$ cat config.mk
export PLATFORM = sky130hd
export DESIGN_NAME = lmem_decode_sequencer
export DESIGN_NICKNAME = d
export VERILOG_FILES = /design/src/rtl/lmem_decode_sequencer.sv
export SDC_FILE = /design/constraint.sdc
export NUM_CORES = 1
export LEC_CHECK = 0
export CAP_MARGIN = 20
export CORE_MARGIN = 4
export CORE_UTILIZATION = 55
export DETAILED_ROUTE_END_ITERATION = 8
export GPL_TIMING_DRIVEN = 0
export HOLD_SLACK_MARGIN = 0.02
export PLACE_DENSITY = 0.84
export SYNTH_ARGS = -nofsm -noshare
export SYNTH_HDL_FRONTEND = slang
export SYNTH_SLANG_ARGS = --single-unit
$ cat constraint.sdc
create_clock -name clk -period 2.1 [get_ports clk]
set_input_delay 0.21 -clock clk [delete_from_list [all_inputs] [get_ports clk]]
set_output_delay 0.21 -clock clk [all_outputs]
set_load 0.01 [all_outputs]
$ cat src/rtl/lmem_decode_sequencer.sv
// Lmem sequencer for one LDPC codeword decode: load rows, run layered
// read/write passes with a fixed RCU latency, then unload hard decisions.
module lmem_decode_sequencer #(
  parameter int ROWDEPTH     = 20,
  parameter int ADDRESSWIDTH = 5,
  parameter int LAYERS       = 2,
  parameter int PIPESTAGES   = 15,
  parameter int MAXITRS      = 10,
  parameter int ITRWIDTH     = 4
) (
  input  logic                    clk,
  input  logic                    rst,
  input  logic                    start,
  input  logic                    early_stop,
  output logic                    loaden,
  output logic [ADDRESSWIDTH-1:0] load_addr,
  output logic                    rd_en,
  output logic [ADDRESSWIDTH-1:0] rd_address,
  output logic                    rd_layer,
  output logic                    wr_en,
  output logic [ADDRESSWIDTH-1:0] wr_address,
  output logic                    wr_layer,
  output logic                    firstprocessing_indicate,
  output logic                    unload_en,
  output logic [ADDRESSWIDTH-1:0] unloadAddress,
  output logic [ITRWIDTH-1:0]     itr,
  output logic                    busy,
  output logic                    done
);

  typedef enum logic [2:0] {
    S_IDLE, S_LOAD, S_READ, S_WAIT, S_UNLOAD, S_DONE
  } state_t;

  typedef struct packed {
    logic                    valid;
    logic [ADDRESSWIDTH-1:0] addr;
    logic                    layer;
  } wr_slot_t;

  localparam logic [ADDRESSWIDTH-1:0] ROW_LAST   = ADDRESSWIDTH'(ROWDEPTH - 1);
  localparam logic [ADDRESSWIDTH-1:0] ROW_ONE    = ADDRESSWIDTH'(1);
  localparam logic [ITRWIDTH-1:0]     ITR_LAST   = ITRWIDTH'(MAXITRS - 1);
  localparam logic [ITRWIDTH-1:0]     ITR_ONE    = ITRWIDTH'(1);
  localparam logic                    LAYER_LAST = 1'(LAYERS - 1);

  state_t                  state, state_next;
  logic [ADDRESSWIDTH-1:0] row, row_next, row_inc;
  logic                    layer, layer_next;
  logic [ITRWIDTH-1:0]     itr_q, itr_next;
  logic                    row_last, last_write;
  wr_slot_t                push;
  wr_slot_t                dline [PIPESTAGES];

  assign row_last   = (row == ROW_LAST);
  assign row_inc    = row_last ? '0 : row + ROW_ONE;
  // The final row of a layer leaving the delay line marks the end of that layer.
  assign last_write = dline[PIPESTAGES-1].valid && (dline[PIPESTAGES-1].addr == ROW_LAST);

  always_comb begin
    state_next = state;
    row_next   = row;
    layer_next = layer;
    itr_next   = itr_q;
    unique case (state)
      S_IDLE: if (start) begin
        state_next = S_LOAD;
        row_next   = '0;
        layer_next = 1'b0;
        itr_next   = '0;
      end
      S_LOAD: begin
        row_next = row_inc;
        if (row_last) begin
          state_next = S_READ;
          layer_next = 1'b0;
          itr_next   = '0;
        end
      end
      S_READ: begin
        row_next = row_inc;
        if (row_last) state_next = S_WAIT;
      end
      S_WAIT: if (last_write) begin
        state_next = S_READ;
        if (layer != LAYER_LAST) begin
          layer_next = layer + 1'b1;
        end else if (early_stop || itr_q == ITR_LAST) begin
          state_next = S_UNLOAD;
        end else begin
          itr_next   = itr_q + ITR_ONE;
          layer_next = 1'b0;
        end
      end
      S_UNLOAD: begin
        row_next = row_inc;
        if (row_last) state_next = S_DONE;
      end
      S_DONE:  state_next = S_IDLE;
      default: state_next = S_IDLE;
    endcase
  end

  // NOTE: sequential state uses non-blocking assignments so every register
  // samples the pre-edge values, independent of statement order.
  always_ff @(posedge clk) begin
    if (rst) begin
      state <= S_IDLE;
      row   <= '0;
      layer <= 1'b0;
      itr_q <= '0;
    end else begin
      state <= state_next;
      row   <= row_next;
      layer <= layer_next;
      itr_q <= itr_next;
    end
  end

  always_comb begin
    push       = '0;
    push.valid = (state == S_READ);
    if (state == S_READ) begin
      push.addr  = row;
      push.layer = layer;
    end
  end

  // NOTE: unlike a data memory, this delay line must be reset, because reset
  // has to cancel writes that are still in flight.
  always_ff @(posedge clk) begin
    if (rst) begin
      for (int i = 0; i < PIPESTAGES; i++) dline[i] <= '0;
    end else begin
      dline[0] <= push;
      for (int i = 1; i < PIPESTAGES; i++) dline[i] <= dline[i-1];
    end
  end

  assign loaden                   = (state == S_LOAD);
  assign load_addr                = loaden ? row : '0;
  assign rd_en                    = (state == S_READ);
  assign rd_address               = rd_en ? row : '0;
  assign rd_layer                 = rd_en & layer;
  assign wr_en                    = dline[PIPESTAGES-1].valid;
  assign wr_address               = dline[PIPESTAGES-1].addr;
  assign wr_layer                 = dline[PIPESTAGES-1].layer;
  assign firstprocessing_indicate = (itr_q == '0) && (state == S_READ || state == S_WAIT);
  assign unload_en                = (state == S_UNLOAD);
  assign unloadAddress            = unload_en ? row : '0;
  assign itr                      = itr_q;
  assign busy                     = (state != S_IDLE);
  assign done                     = (state == S_DONE);

endmodule

==> results.yml <==
layout:
  num_antenna_cells: 0
  drive_gt1_share_pct: 15.7
  finish.utilization_pct: 73.5
  areaGrowthSynthToFinish_pct: 30.1
  fin_nets: 411
  layout_commonest_cell: "dfxtp_1"
  final_cell_mix: "dfxtp_1, nor2b_1, and2_1, clkbuf_16, clkdlybuf4s50_1"
floorplanning:
  die_height_um: 91.6
  ioPinCount: 37
  fp-row-count: 30
  start_util_pct: 56.5
  die-area_sq_um: 8380
  die_x_um: 91.6
  core_sq_um: 6790
drt:
  met2_length_um: 3620
  antenna_left: 0
  drcViolationCount: 0
  vias: 2532
  first_pass_iters: 4
  wl_met1_um: 2830
  wirelength_um: 6980
  highest_layer: "met4"
  avgViaCountPerCell: 4.95
  wl_met3_um: 395
  wl_per_cell_um: 13.6
  drtIter0Drc: 73
logic_synthesis:
  synth_edf_count: 0
  synth_cells: 343
  syn-num-nets: 351
  synth_xor_area_share_pct: 0.912
  synthTopCellsByArea: "dfxtp_1, nor2b_1, and2_1, ha_1, buf_4"
  postSynthAreaPerCell_sq_um: 11.2
  yosysTopAreaCell: "dfxtp_1"
  synth_fa_ha_area_share_pct: 1.60
  synthArstFlopShare_pct: 0
  ys_ff_latch: 118
  yosys.area_share.simple_pct: 28.0
  netlist_area_sq_um: 3840
  seq_area_frac_synth_pct: 61.5
  synthMuxAreaShare_pct: 0.293
  synth_compound_area_share_pct: 3.78
  dominantRegCellSynth: "dfxtp_1"
  ys_types: 46
  synth-warning-count: 0
  synth_top_area_share_pct: 61.5
  synth_top_family_by_area: "simple AND/OR/NAND/NOR gates"
critical_path:
  worstSetupPathType: "reg -> out"
  critPathMaxFanout: 10
  crit_path_end_kind: "primary output"
  crit_required_ps: 1890
  cp.arrival_ps: 1840
  startpoint_type: "register"
clock_network:
  root_buffer: "clkbuf_8"
  clock_latency_ps: 510
  clock_path_buffers: 2
  cts.sinks: 118
  cts_tree: "built"
  path_clk_slew_ps: 50
  cts_max_level: 4
  numCtsBuffers: 17
  ctsHoldBuffers: 0
timing:
  finalHoldViolCount: 0
  finalCritPeriodShare_pct: 97.8
  max_slew_margin_pct: 54.9
  setup_viol: 0
  fmax_mhz: 487
  skew_ps: 10.3
  tightest_slew_ps: 666
  worst_slack_ps: 47.0
  layout_min_cycle_time_ps: 2050
  slew_violations: 0
pwr:
  clock_power_share_pct: 55.6
  internal_power_mw: 4.31
  ir_drop_mv: 0.637
  sw_frac_of_total_pct: 18.7
  p_seq_share_pct: 42.4
  power_density_nw_per_um2: 1060
  leakagePower_nw: 2.05
  combinationalPowerShare_pct: 2.0
  p_sw_uw: 994
placement:
  dp_hpwl_um: 4260
  dpl_worst_slack_ps: -79.8
  globalplace.congestion: 0.817
  io_buffers: 35
worst_hold_path:
  min_path_type: "in -> reg"
status:
  status: "completed"
global_route:
  grt_pass1_vias: 2652
  antenna_found_initial: 0
  grt_util_all_layers_pct: 18.5
  grt-ovfl-total: 0
  grt_max_degree: 17
  grt_pass1_wl_um: 12000
job:
  drv_cap: 0
layout make-up:
type | count | area [sq um]
Inverter | 7 | 26.3
Clock buffer | 22 | 473
Clock inverter | 9 | 148
Fill cell | 437 | 1800
Sequential cell | 118 | 2370
Buffer | 21 | 135
Multi-Input combinational cell | 197 | 1360
Tap cell | 96 | 120
Timing Repair Buffer | 41 | 368
what timing repair did:
action	in CTS	in global routing
buffers inserted	2	4
endpoints found under the hold margin	0	0
gates resized for setup	31	10
endpoints found under the setup margin	21	8
gates cloned	0	0
pin swaps	2	0
worst max-delay path, cell delays in order, from the launching register on:
cell and delay (ps):
dfxtp_4 360, buf_6 150, nor3_1 280, inv_1 70, clkdlybuf4s50_1 480
power groups by stage:
stage	sequential (mW)	clock (mW)	combinational [mW]
after floorplan	2.30	0	0.0683
after global placement	2.30	0	0.0990
after detailed placement	2.30	0	0.102
after CTS	2.25	3.00	0.106
after global routing	2.25	3.10	0.116
final	2.25	2.95	0.105
state kept, by name, summed over array words and instances (netlist names):
name,count
dline,105
row,5
itr,4
state,3
layer,1
synth_stat cells, types with 2 or more instances:
library cell  instances
dfxtp_1             118
nor2b_1             100
and2_1               17
clkbuf_1             11
inv_1                 7
nand2_1               7
and3_1                6
buf_4                 6
nor2_1                5
nor3_1                5
o21ai_0               5
ha_1                  4
nand3_1               4
nor3b_1               4
or3_1                 4
xnor2_1               4
buf_6                 3
a21oi_1               2
and4bb_2              2
nand3b_1              2
o211ai_1              2
metal layers:
layer	GRT usage, %	vias to the layer above
met2	31.5	85
li1	-	1218
met1	20.1	1210
met3	7.37	19
met5	0	-
met4	8.17	0
cells by family after synthesis:
| logic type | Yosys count |
|---|---|
| compound gates | 19 |
| xor+xnor | 4 |
| fa+ha+maj | 5 |
| buf+inv | 28 |
| flops | 118 |
| mux | 1 |
| simple gates | 168 |
final timing paths:
kind / startpoint / end / slack, ps / depth (start not counted)
setup / recovery: state[2]$_SDFFE_PP0P_ / busy / 50 / 4
hold reg to reg: dline[0][26]$_SDFF_PP0_ / dline[0][33]$_SDFF_PP0_ / 430 / 1
setup reg to reg: row[0]$_SDFFE_PP0P_ / layer$_SDFFE_PP0P_ / 380 / 5
hold / removal: rst / state[2]$_SDFFE_PP0P_ / 70 / 3
stage by stage:
stage | hold WS, ps | power [mW] | instances | area, sq um | TNS [ps]
floorplan | 414 | 2.37 | 343 | 3840 | 0
global placement | 417 | 2.40 | 474 | 4310 | -86.4
detailed placement | 422 | 2.40 | 474 | 4310 | -385
CTS | 55.1 | 5.35 | 507 | 4970 | 0
global route | 61.9 | 5.47 | 511 | 5000 | -9.53
finish | 67.5 | 5.31 | 511 | 5000 | 0
No activity file was read; power rests on OpenSTA's default activity.
